[config.mk]
export PLATFORM = sky130hd
export DESIGN_NAME = alu_op_sequencer
export DESIGN_NICKNAME = d
export VERILOG_FILES = /design/src/rtl/alu_op_sequencer.sv
export SDC_FILE = /design/constraint.sdc
export NUM_CORES = 1
export LEC_CHECK = 0
export BUFFER_PORTS_ARGS = -buffer_cell sky130_fd_sc_hd__buf_2
export CORE_MARGIN = 2
export CORE_UTILIZATION = 25
export CTS_BUF_LIST = sky130_fd_sc_hd__clkbuf_16
export CTS_CLUSTER_DIAMETER = 40
export DETAILED_ROUTE_END_ITERATION = 16
export SLEW_MARGIN = 20
export SYNTH_ARGS = -nofsm -noshare
export SYNTH_HDL_FRONTEND = slang
export SYNTH_SLANG_ARGS = --single-unit
[constraint.sdc]
create_clock -name clk -period 3.4 [get_ports clk]
set_clock_uncertainty 0.1 [all_clocks]
set_input_delay 0.17 -clock clk [delete_from_list [all_inputs] [get_ports clk]]
set_output_delay 0.17 -clock clk [all_outputs]
set_load 0.02 [all_outputs]
[src/rtl/alu_op_sequencer.sv]
// alu_op_sequencer
//   Hardwired control sequencer for the register-file/bus datapath. One FSM
//   walks fetch (T0-T2), decodes the IR, and issues the execute steps for the
//   binary, unary and MUL/DIV ALU register operations.
//
// Ports
//   clk, reset          rising-edge clock, synchronous active-high reset
//   start               begin one instruction (sampled only in IDLE)
//   ir[31:0]            IR contents: opcode[31:27] ra[26:23] rb[22:19] rc[18:15]
//   mem_ready           memory read data valid on the MDR input
//   busy, done          not-IDLE status, one-cycle completion pulse
//   illegal, mem_fault  sticky status until the next accepted start / reset
//   step[3:0]           IDLE=0, T0..T6=1..7, DONE=8
//   r_out, r_in         one-hot general register drive / load
//   pc_out .. hi_in     single-bit datapath strobes
//   alu_op              one-hot ALU function
//                       (AND,OR,ADD,SUB,MUL,DIV,SHR,SHRA,SHL,ROR,ROL,NEG,NOT)
module alu_op_sequencer #(
  parameter int NUM_REGS    = 16,
  parameter int MEM_TIMEOUT = 15,
  parameter int ALU_OPS     = 13
) (
  input  logic                clk,
  input  logic                reset,
  input  logic                start,
  input  logic [31:0]         ir,
  input  logic                mem_ready,
  output logic                busy,
  output logic                done,
  output logic                illegal,
  output logic                mem_fault,
  output logic [3:0]          step,
  output logic [NUM_REGS-1:0] r_out,
  output logic [NUM_REGS-1:0] r_in,
  output logic                pc_out,
  output logic                pc_in,
  output logic                inc_pc,
  output logic                mar_in,
  output logic                read,
  output logic                mdr_in,
  output logic                mdr_out,
  output logic                ir_in,
  output logic                y_in,
  output logic                z_in,
  output logic                zlow_out,
  output logic                zhigh_out,
  output logic                lo_in,
  output logic                hi_in,
  output logic [ALU_OPS-1:0]  alu_op
);

  typedef enum logic [3:0] {
    S_IDLE = 4'd0,
    S_T0   = 4'd1,
    S_T1   = 4'd2,
    S_T2   = 4'd3,
    S_T3   = 4'd4,
    S_T4   = 4'd5,
    S_T5   = 4'd6,
    S_T6   = 4'd7,
    S_DONE = 4'd8
  } state_t;

  state_t       r_state;
  state_t       w_next;
  logic [7:0]   r_wait;
  logic         r_illegal;
  logic         r_mem_fault;

  logic [4:0]   w_opc;
  logic [3:0]   w_ra;
  logic [3:0]   w_rb;
  logic [3:0]   w_rc;
  logic         w_muldiv;
  logic         w_unary;
  logic         w_bad;
  logic         w_first_t1;
  logic         w_wait_last;
  logic [12:0]  w_alu_sel;
  logic         w_unused_ir;

  assign w_opc       = ir[31:27];
  assign w_ra        = ir[26:23];
  assign w_rb        = ir[22:19];
  assign w_rc        = ir[18:15];
  assign w_unused_ir = ^ir[14:0];

  function automatic logic [NUM_REGS-1:0] reg_sel(input logic [3:0] idx);
    reg_sel = '0;
    for (int unsigned i = 0; i < NUM_REGS; i++) begin
      if (idx == 4'(i)) reg_sel[i] = 1'b1;
    end
  endfunction

  function automatic logic idx_ok(input logic [3:0] idx);
    return {1'b0, idx} < 5'(NUM_REGS);
  endfunction

  assign w_muldiv = (w_opc == 5'd9)  || (w_opc == 5'd10);
  assign w_unary  = (w_opc == 5'd11) || (w_opc == 5'd12);

  // MUL/DIV write LO/HI rather than ra; NEG/NOT take no rc operand.
  assign w_bad = (w_opc > 5'd12) || !idx_ok(w_rb)
               || (!w_muldiv && !idx_ok(w_ra))
               || (!w_unary  && !idx_ok(w_rc));

  // The counter holds the number of T1 cycles already spent waiting.
  assign w_first_t1  = (r_wait == '0);
  assign w_wait_last = (r_wait == 8'(MEM_TIMEOUT - 1));

  always_comb begin
    w_alu_sel = '0;
    case (w_opc)
      5'd0:    w_alu_sel[2]  = 1'b1;  // ADD
      5'd1:    w_alu_sel[3]  = 1'b1;  // SUB
      5'd2:    w_alu_sel[0]  = 1'b1;  // AND
      5'd3:    w_alu_sel[1]  = 1'b1;  // OR
      5'd4:    w_alu_sel[6]  = 1'b1;  // SHR
      5'd5:    w_alu_sel[7]  = 1'b1;  // SHRA
      5'd6:    w_alu_sel[8]  = 1'b1;  // SHL
      5'd7:    w_alu_sel[9]  = 1'b1;  // ROR
      5'd8:    w_alu_sel[10] = 1'b1;  // ROL
      5'd9:    w_alu_sel[4]  = 1'b1;  // MUL
      5'd10:   w_alu_sel[5]  = 1'b1;  // DIV
      5'd11:   w_alu_sel[11] = 1'b1;  // NEG
      5'd12:   w_alu_sel[12] = 1'b1;  // NOT
      default: w_alu_sel     = '0;
    endcase
  end

  always_ff @(posedge clk) begin
    if (reset) begin
      r_state     <= S_IDLE;
      r_wait      <= '0;
      r_illegal   <= 1'b0;
      r_mem_fault <= 1'b0;
    end else begin
      r_state <= w_next;
      case (r_state)
        S_IDLE: begin
          if (start) begin
            r_illegal   <= 1'b0;
            r_mem_fault <= 1'b0;
          end
        end
        S_T0: r_wait <= '0;
        S_T1: begin
          if (!mem_ready) begin
            if (w_wait_last) r_mem_fault <= 1'b1;
            else             r_wait      <= r_wait + 8'd1;
          end
        end
        S_T3: begin
          if (w_bad) r_illegal <= 1'b1;
        end
        default: ;
      endcase
    end
  end

  always_comb begin
    w_next    = r_state;
    r_out     = '0;
    r_in      = '0;
    pc_out    = 1'b0;
    pc_in     = 1'b0;
    inc_pc    = 1'b0;
    mar_in    = 1'b0;
    read      = 1'b0;
    mdr_in    = 1'b0;
    mdr_out   = 1'b0;
    ir_in     = 1'b0;
    y_in      = 1'b0;
    z_in      = 1'b0;
    zlow_out  = 1'b0;
    zhigh_out = 1'b0;
    lo_in     = 1'b0;
    hi_in     = 1'b0;
    alu_op    = '0;
    case (r_state)
      S_IDLE: begin
        if (start) w_next = S_T0;
      end
      S_T0: begin
        pc_out = 1'b1;
        mar_in = 1'b1;
        inc_pc = 1'b1;
        z_in   = 1'b1;
        w_next = S_T1;
      end
      S_T1: begin
        zlow_out = 1'b1;
        pc_in    = w_first_t1;
        read     = 1'b1;
        mdr_in   = 1'b1;
        if (mem_ready)        w_next = S_T2;
        else if (w_wait_last) w_next = S_DONE;
      end
      S_T2: begin
        mdr_out = 1'b1;
        ir_in   = 1'b1;
        w_next  = S_T3;
      end
      S_T3: begin
        if (w_bad) begin
          w_next = S_DONE;
        end else if (w_unary) begin
          r_out  = reg_sel(w_rb);
          alu_op = ALU_OPS'(w_alu_sel);
          z_in   = 1'b1;
          w_next = S_T4;
        end else begin
          r_out  = reg_sel(w_rb);
          y_in   = 1'b1;
          w_next = S_T4;
        end
      end
      S_T4: begin
        if (w_unary) begin
          zlow_out = 1'b1;
          r_in     = reg_sel(w_ra);
          w_next   = S_DONE;
        end else begin
          r_out  = reg_sel(w_rc);
          alu_op = ALU_OPS'(w_alu_sel);
          z_in   = 1'b1;
          w_next = S_T5;
        end
      end
      S_T5: begin
        zlow_out = 1'b1;
        if (w_muldiv) begin
          lo_in  = 1'b1;
          w_next = S_T6;
        end else begin
          r_in   = reg_sel(w_ra);
          w_next = S_DONE;
        end
      end
      S_T6: begin
        zhigh_out = 1'b1;
        hi_in     = 1'b1;
        w_next    = S_DONE;
      end
      S_DONE:  w_next = S_IDLE;
      default: w_next = S_IDLE;
    endcase
  end

  assign busy      = (r_state != S_IDLE);
  assign done      = (r_state == S_DONE);
  assign step      = r_state;
  assign illegal   = r_illegal;
  assign mem_fault = r_mem_fault;

endmodule
==> results of run 1 <==
[layer usage]
metal  share of wire [%]  GRT usage [%]  wire, µm
met4                0.34           2.62        17
met2                  49           24.3      2480
met3                 6.4           3.04       324
met1                  44           17.4      2240
met5                   0              0         0
[cell usage in the layout (no fill, tap or decap), drive strengths merged, types with 8 or more instances in the layout]
cell type	instances
buf	91
nor4	18
nor3	16
nand2	15
nand2b	14
o22ai	14
dfxtp	14
nor2	10
nand3	8
inv	8
[area by class of cell]
| type | count | area share, % |
|---|---|---|
| Sequential cell | 14 | 13.3 |
| Clock buffer | 3 | 3.57 |
| Inverter | 8 | 1.43 |
| Tap cell | 75 | 4.46 |
| Timing Repair Buffer | 91 | 22.1 |
| Multi-Input combinational cell | 175 | 55.1 |
[worst register-to-register path: cells and delay by family (launching register included)]
family	cells	cell delay, ns
DFF	1	0.31
AOI/OAI and AO/OA	2	0.56
and+or+nand+nor	2	0.78
buffers and inverters	1	0.18
[worst min path at each step]
stage                                   endpoint                  from  cells after the start  slack, ns
after CTS                 r_wait[1]$_SDFFE_PP0P_                 reset                      2       0.18
after global placement      illegal$_SDFFE_PP0P_  illegal$_SDFFE_PP0P_                      2       0.35
after global routing        step[2]$_SDFFE_PP0P_                 reset                      2       0.19
after detailed placement    illegal$_SDFFE_PP0P_  illegal$_SDFFE_PP0P_                      2       0.37
after floorplan           r_wait[2]$_SDFFE_PP0P_                 reset                      2       0.25
final                     r_wait[1]$_SDFFE_PP0P_                 reset                      2       0.17
[flip-flops by register name, indices dropped and copies added (netlist names)]
register / cells
illegal: 1
mem_fault: 1
r_wait: 8
step: 4
[power breakdown]
group	switching (mW)	total [mW]	leakage, nW	internal, mW
sequential	0.0133	0.194	0.113	0.180
clock	0.0662	0.220	0.0370	0.154
combinational	0.311	0.456	0.778	0.145
[logic make-up (layout without fill, tap and decap cells)]
logic type      after synthesis  count (layout)  share of synthesized area (%)
compound gates               46              46                           21.7
xor+xnor                      4               4                           2.26
fa+ha+maj                     3               3                           2.42
buf+inv                      24             102                           7.26
flops                        14              14                           18.1
mux                           1               1                          0.646
simple gates                121             121                           47.6
[through the flow]
step                      area [µm²]  hold slack, ns
after floorplan                 1550           0.250
after global placement          2030           0.346
after detailed placement        2030           0.368
after CTS                       2100           0.176
after global routing            2100           0.192
final                           2100           0.174
==> results by group, run 1 <==
Status
  • Status: finished clean

Drt
  • Pre-antenna DRT Iters: 4
  • Remaining DRCs: 0
  • Vias per inst: 5.37
  • Drt wl/cell: 13.8 µm
  • DRT Wirelength: 5060 µm
  • ANT nets after route: 0
  • DR iter-0 viols: 109
  • Via Count: 1964

STA
  • Worst slew pin tran: 0.653 ns
  • RSZ-0062 raised after global routing: false
  • Final min period: 2.63 ns
  • Count of pins over their slew limit: 0
  • # setup viols final: 0
  • Setup TNS Final: 0 ns
  • Fmax: 380 MHz
  • Setup ws final: 0.769 ns
  • Slew HR: 55.2%
  • Crit share post-route: 77.4%
  • Final hold vios: 0

Global route
  • Number of global-route vias before repair: 1693
  • Initial antenna violation count: 0
  • Total congestion overflow: 0
  • First-pass GRT wire length: 7560 µm
  • Largest net degree at the start of global routing: 18
  • Total track usage: 13.8%

Worst setup path
  • CP Depth: 5
  • R2R Setup Slk: 1.38 ns
  • Arrival @ worst endpoint: 2.36 ns
  • Setup crit end: r_out[0]
  • Worst r2r src: step[2]$_SDFFE_PP0P_
  • Largest delay share family, worst path: simple AND/OR/NAND/NOR gates
  • Worst-path fanout max: 12
  • R2r worst-path depth: 5
  • Worst path required time: 3.13 ns
  • Crit. End Element: output port
  • Reg2reg end: r_wait[4]$_SDFFE_PP0P_
  • Worst Setup SP: step[3]$_SDFFE_PP0P_
  • Crit-path max cell delay: 0.56 ns
  • Worst Setup Path Type: reg2out
  • Startpoint Class: register
  • Sequence of cells on the critical path: or4b_4 -> or3_1 -> or3_4 -> o22ai_1 -> buf_2
  • Slowest-stage cell, CP: or4b_4
  • Buffer and inverter count on the worst path: 1

Cells and area
  • Filler instances: 670
  • FF+latch area: 280 µm²
  • Net count, final: 332
  • Final std cells w/o fill: 366
  • Layout cell share with drive strength beyond 1: 37.5%
  • Footprint of the multi-input gates: 1160 µm²
  • Final core occ: 35.3%
  • Antenna cells: 0
  • Synth-to-Final Area Change: 35.6%

Placement
  • Port Buffers: 87
  • HPWL after detailed placement: 3980 µm
  • Dpl cells: 363
  • Dpl ws: 1.03 ns
  • Global placer's final weighted congestion: 0.761

Floorplan
  • Initial core utilization: 26.0%
  • Boundary pin count: 103
  • Core area: 5960 µm²
  • # rows: 28
  • Vert. Die Dim: 82.7 µm
  • Die area: 6850 µm²
  • Chip width: 82.7 µm

Synth
  • Dominant cell type by area after synthesis: dfxtp_1
  • Syn. warnings: 0
  • Synthesized net count: 252
  • Top-count cell post-synth: nor4_1
  • Asr flop ratio synth: 0%
  • Synth top area cells: dfxtp_1 18%, nor4_1 6.9%, nand2b_1 5.6%, o22ai_1 5.6%, nor3_1 4.5%
  • Seq cells post-synth: 14
  • Synth Instances: 213
  • Predominant post-synthesis flop cell: dfxtp_1
  • Syn_area_per_cell: 7.28 µm²
  • Synth unique cells: 54
  • Mapped cell area: 1550 µm²
  • Post-synthesis sequential area ratio: 18.1%
  • Top post-synthesis cells by count: 17 x nor4_1, 15 x nand2_1
  • Post-synth EDFFs: 0
  • Top cell type's share of synthesized area: 18.1%

Power and ir drop
  • Pwr dens: 413 nW/µm²
  • Design Power: 0.869 mW
  • Leakage Power: 0.928 nW
  • Maximum vdd drop: 0.000242 V

Clock network
  • Worst-skew pair later-pin latency: 0.24 ns
  • CTS tree: done
  • Clock transition at path regs: 0.05 ns
  • Num CTS Buffers: 3
  • Cts hold-fix bufs: 0
  • Post-CTS setup buffer count: 0
  • Post_cts resized: 0
  • Clock Tree Buf Depth: 2
  • Clock Sinks: 14
  • H-tree levels: 1
  • Clock root buffer: clkbuf_16

Hold path
  • Hold Crit Class: in2reg

Run
  • Max cap viols: 0
No activity file was read; power rests on OpenSTA's default activity.
==> inputs of run 2 (changes only) <==
==> constraint.sdc (replaced) <==
create_clock -name clk -period 2.5 [get_ports clk]
set_clock_uncertainty 0.1 [all_clocks]
set_input_delay 0.125 -clock clk [delete_from_list [all_inputs] [get_ports clk]]
set_output_delay 0.125 -clock clk [all_outputs]
set_load 0.02 [all_outputs]
==> results by group, run 2 (same netlist as run 1, synthesis figures left out) <==
Status
  • Status: finished clean

Clock network
  • Clock transition at path regs: 0.05 ns
  • Clock root buffer: clkbuf_16
  • Cts hold-fix bufs: 0
  • Worst-skew pair later-pin latency: 0.24 ns
  • Num CTS Buffers: 3
  • Post-CTS setup buffer count: 0
  • Post_cts resized: 0
  • CTS tree: done
  • Clock Tree Buf Depth: 2
  • H-tree levels: 1
  • Clock Sinks: 14

Placement
  • Port Buffers: 87
  • Dpl ws: 0.294 ns
  • Global placer's final weighted congestion: 0.792
  • Placed Area: 2040 µm²
  • HPWL after detailed placement: 3930 µm

Floorplan
  • Chip width: 82.7 µm
  • Initial core utilization: 26.0%
  • # rows: 28
  • Boundary pin count: 103
  • Core area: 5960 µm²
  • Die area: 6850 µm²
  • Vert. Die Dim: 82.7 µm

Power and ir drop
  • Sequential power share: 21.6%
  • Sw frac: 44.5%
  • Pwr dens: 560 nW/µm²
  • Internal cell power: 0.664 mW
  • Clock power share: 24.8%
  • Design Power: 1.20 mW
  • P_sw: 0.533 mW
  • Leakage Power: 0.940 nW
  • Maximum vdd drop: 0.000269 V
  • Part of the power in combinational logic: 53.6%

STA
  • Setup TNS Final: 0 ns
  • Setup ws final: 0.0418 ns
  • Count of pins over their slew limit: 0
  • Fmax: 407 MHz
  • Hold slack: 0.126 ns
  • # setup viols final: 0
  • Worst slew pin tran: 0.676 ns
  • Final min period: 2.46 ns
  • Slew HR: 53.7%
  • Crit share post-route: 98.3%
  • Final hold vios: 0

Worst setup path
  • Crit-path max cell delay: 0.57 ns
  • Worst Setup Path Type: reg2out
  • Crit. End Element: output port
  • Buffer and inverter count on the worst path: 1
  • CP Depth: 5
  • Worst-path fanout max: 4
  • Largest delay share family, worst path: simple AND/OR/NAND/NOR gates
  • Startpoint Class: register
  • CP most frequent cell: or3_4
  • Sequence of cells on the critical path: or4b_4 -> or3_4 -> or3_4 -> o32ai_1 -> buf_2
  • Worst path required time: 2.28 ns
  • Arrival @ worst endpoint: 2.23 ns
  • R2r worst-path depth: 5
  • Slowest-stage cell, CP: or4b_4

Cells and area
  • Commonest non-fill, non-tap cell in the layout: buf_2
  • Largest register FFs: 8
  • Commonest cells after routing, fill and taps aside: 84 x buf_2, 17 x nor4_1, 15 x nand2_1
  • Synth-to-Final Area Change: 37.8%
  • Layout cell share with drive strength beyond 1: 38.6%
  • Design area: 2140 µm²
  • Net count, final: 334
  • Antenna cells: 0
  • Largest Register: r_wait

Drt
  • Via Count: 1972
  • ANT nets after route: 0
  • DR iter-0 viols: 115
  • Drt wl/cell: 13.7 µm
  • Remaining DRCs: 0
  • Vias per inst: 5.36
  • Pre-antenna DRT Iters: 4
  • DRT Wirelength: 5040 µm

Global route
  • GR peak layer: met2
  • Initial antenna violation count: 0
  • GR Util met2: 22.7%
  • Total congestion overflow: 0
  • Number of global-route vias before repair: 1677
  • First-pass GRT wire length: 7710 µm
  • Total track usage: 14.1%
  • Largest net degree at the start of global routing: 18
  • GR Util met1: 18.5%
  • Met3 Use GR: 3.04%

Hold path
  • Hold Crit Class: in2reg
  • WHS Path Cells: 2

Run
  • Max cap viols: 0
-- run 2: cell types whose count changed in the layout (fill, tap and decap cells not counted), sizes merged --
cell,previous run,this run
buf,91,93
-- run 2: per-layer routing --
layer,part of all wire [%],vias to the layer above
met5,0,-
met4,1.5,0
met3,6.0,9
met2,47,63
met1,46,911
li1,-,989
-- run 2: power by group through the flow --
stage | Combinational [mW] | Sequential, mW | Clock [mW]
floorplan | 0.414 | 0.295 | 0
global placement | 0.637 | 0.261 | 0
detailed placement | 0.639 | 0.262 | 0
CTS | 0.642 | 0.258 | 0.304
global route | 0.705 | 0.261 | 0.315
finish | 0.641 | 0.258 | 0.297
-- run 2: area by class of cell --
class / instances / area (µm²)
Inverter: 8 / 30.0
Sequential cell: 14 / 280
Clock buffer: 3 / 75.1
Multi-Input combinational cell: 175 / 1170
Fill cell: 657 / 3820
Tap cell: 75 / 93.8
Timing Repair Buffer: 93 / 488
-- run 2: final timing paths --
check,endpoint,slack (ns),from
min,step[2]$_SDFFE_PP0P_,0.13,reset
max,r_out[2],0.04,step[3]$_SDFFE_PP0P_
max reg2reg,r_wait[4]$_SDFFE_PP0P_,0.50,step[2]$_SDFFE_PP0P_
min reg2reg,illegal$_SDFFE_PP0P_,0.37,illegal$_SDFFE_PP0P_
-- run 2: stage by stage --
stage,utilization (%),instances
floorplan,-,213
global placement,34.3,365
detailed placement,34.3,365
CTS,35.5,368
global route,35.9,368
finish,35.9,368
-- run 2: worst reg2reg max path, cell delays in order, from the launching register on --
cell      delay [ns]
dfxtp_1         0.31
buf_4           0.18
or4b_1          0.60
a211oi_2        0.28
nor2_1          0.16
o31ai_1         0.28
==> inputs of run 3 (changes only) <==
==> constraint.sdc (replaced) <==
create_clock -name clk -period 2.54 [get_ports clk]
set_clock_uncertainty 0.1 [all_clocks]
set_input_delay 0.127 -clock clk [delete_from_list [all_inputs] [get_ports clk]]
set_output_delay 0.127 -clock clk [all_outputs]
set_load 0.02 [all_outputs]
==> results by group, run 3 (same netlist as run 1, synthesis figures left out) <==
Worst setup path
  • Startpoint Class: register
  • Arrival @ worst endpoint: 2.25 ns
  • Crit. End Element: output port
  • Crit-path max cell delay: 0.57 ns
  • Worst-path fanout max: 4
  • Slowest-stage cell, CP: or4b_4
  • Buffer and inverter count on the worst path: 1
  • Worst Setup Path Type: reg2out
  • Sequence of cells on the critical path: or4b_4 -> or3_1 -> or3_4 -> o32ai_1 -> buf_2
  • Worst path required time: 2.31 ns
  • Largest delay share family, worst path: simple AND/OR/NAND/NOR gates

STA
  • Setup TNS Final: 0 ns
  • Hold slack: 0.136 ns
  • # setup viols final: 0
  • Final hold vios: 0
  • Slew HR: 64.4%
  • Count of pins over their slew limit: 0
  • Fmax: 404 MHz
  • Worst slew pin tran: 0.531 ns
  • RSZ-0062 raised after global routing: false
  • Crit share post-route: 97.4%
  • Final min period: 2.47 ns

Global route
  • Met3 Use GR: 3.04%
  • Largest net degree at the start of global routing: 18
  • First-pass GRT wire length: 7380 µm
  • GR Util met2: 22.5%
  • Total congestion overflow: 0
  • Total track usage: 13.6%
  • GR peak layer: met2
  • Number of global-route vias before repair: 1658
  • Initial antenna violation count: 0
  • GR Util met1: 18.0%

Floorplan
  • Boundary pin count: 103
  • # rows: 28
  • Vert. Die Dim: 82.7 µm
  • Chip width: 82.7 µm
  • Die area: 6850 µm²
  • Initial core utilization: 26.0%
  • Core area: 5960 µm²

Placement
  • Port Buffers: 87
  • Placed Area: 2050 µm²
  • HPWL after detailed placement: 3950 µm
  • Global placer's final weighted congestion: 0.806

Cells and area
  • Filler instances: 665
  • Largest register FFs: 8
  • Antenna cells: 0
  • Net count, final: 335
  • Final core occ: 35.7%
  • Commonest non-fill, non-tap cell in the layout: buf_2
  • Commonest cells after routing, fill and taps aside: 87 x buf_2, 17 x nor4_1, 15 x nand2_1
  • FF+latch area: 280 µm²
  • Synth-to-Final Area Change: 37.3%
  • Footprint of the multi-input gates: 1160 µm²
  • Design area: 2130 µm²
  • Largest Register: r_wait
  • Layout cell share with drive strength beyond 1: 38.0%

Status
  • Status: finished clean

Power and ir drop
  • Pwr dens: 557 nW/µm²
  • Leakage Power: 0.944 nW
  • Design Power: 1.19 mW
  • Maximum vdd drop: 0.000343 V

Drt
  • Vias per inst: 5.27
  • Drt wl/cell: 13.6 µm
  • DR iter-0 viols: 146
  • Pre-antenna DRT Iters: 4
  • Via Count: 1950
  • ANT nets after route: 0
  • Remaining DRCs: 0
  • DRT Wirelength: 5020 µm

Clock network
  • CTS tree: done
  • Clock root buffer: clkbuf_16
  • Clock Tree Buf Depth: 2
  • Post-CTS setup buffer count: 0
  • Cts hold-fix bufs: 0
  • Post_cts resized: 0
  • Clock Sinks: 14
  • Num CTS Buffers: 3
  • Clock transition at path regs: 0.05 ns
  • H-tree levels: 1
  • Worst-skew pair later-pin latency: 0.24 ns

Hold path
  • Hold Crit Class: in2reg

Run
  • Max cap viols: 0
run 3: cell type report:
cell class	count	area share, %
tap	75	4.41
inverter	8	1.41
multi-input combinational	175	54.4
clock buffer	3	3.53
sequential	14	13.2
timing repair buffer	94	22.9
clock inverter	1	0.176
run 3: worst register-to-register path, stage by stage (launching register included):
cell and delay, ns:
dfxtp_1 0.31, buf_4 0.18, or4b_1 0.60, a211oi_2 0.31, nor2_1 0.17, o31ai_1 0.25
run 3: stage by stage:
| step | instances | worst slack, ns |
|---|---|---|
| 6_report | 370 | 0.0656 |
| 5_1_grt | 370 | 0.00685 |
| 4_1_cts | 370 | 0.0557 |
| 3_5_place_dp | 366 | 0.327 |
| 3_3_place_gp | 366 | 0.328 |
| 2_1_floorplan | 213 | 0.0657 |
run 3: path summary, 6_finish.rpt:
path                        start                endpoint  slack [ns]  cells after the start
max          step[0]$_SDFFE_PP0P_                r_out[2]        0.07                      5
min                         reset    step[1]$_SDFFE_PP0P_        0.14                      2
max reg2reg  step[2]$_SDFFE_PP0P_  r_wait[4]$_SDFFE_PP0P_        0.55                      5
min reg2reg  illegal$_SDFFE_PP0P_    illegal$_SDFFE_PP0P_        0.36                      2
run 3: report_power, final:
group | internal (mW) | leakage, nW | switching (mW)
clock | 0.208 | 0.0385 | 0.0922
combinational | 0.207 | 0.792 | 0.424
sequential | 0.241 | 0.113 | 0.0128
run 3: metal layers:
layer | vias up | share of wire [%]
met4 | 0 | 1.1
met2 | 64 | 46
li1 | 987 | -
met1 | 895 | 46
met3 | 4 | 6.5
met5 | - | 0
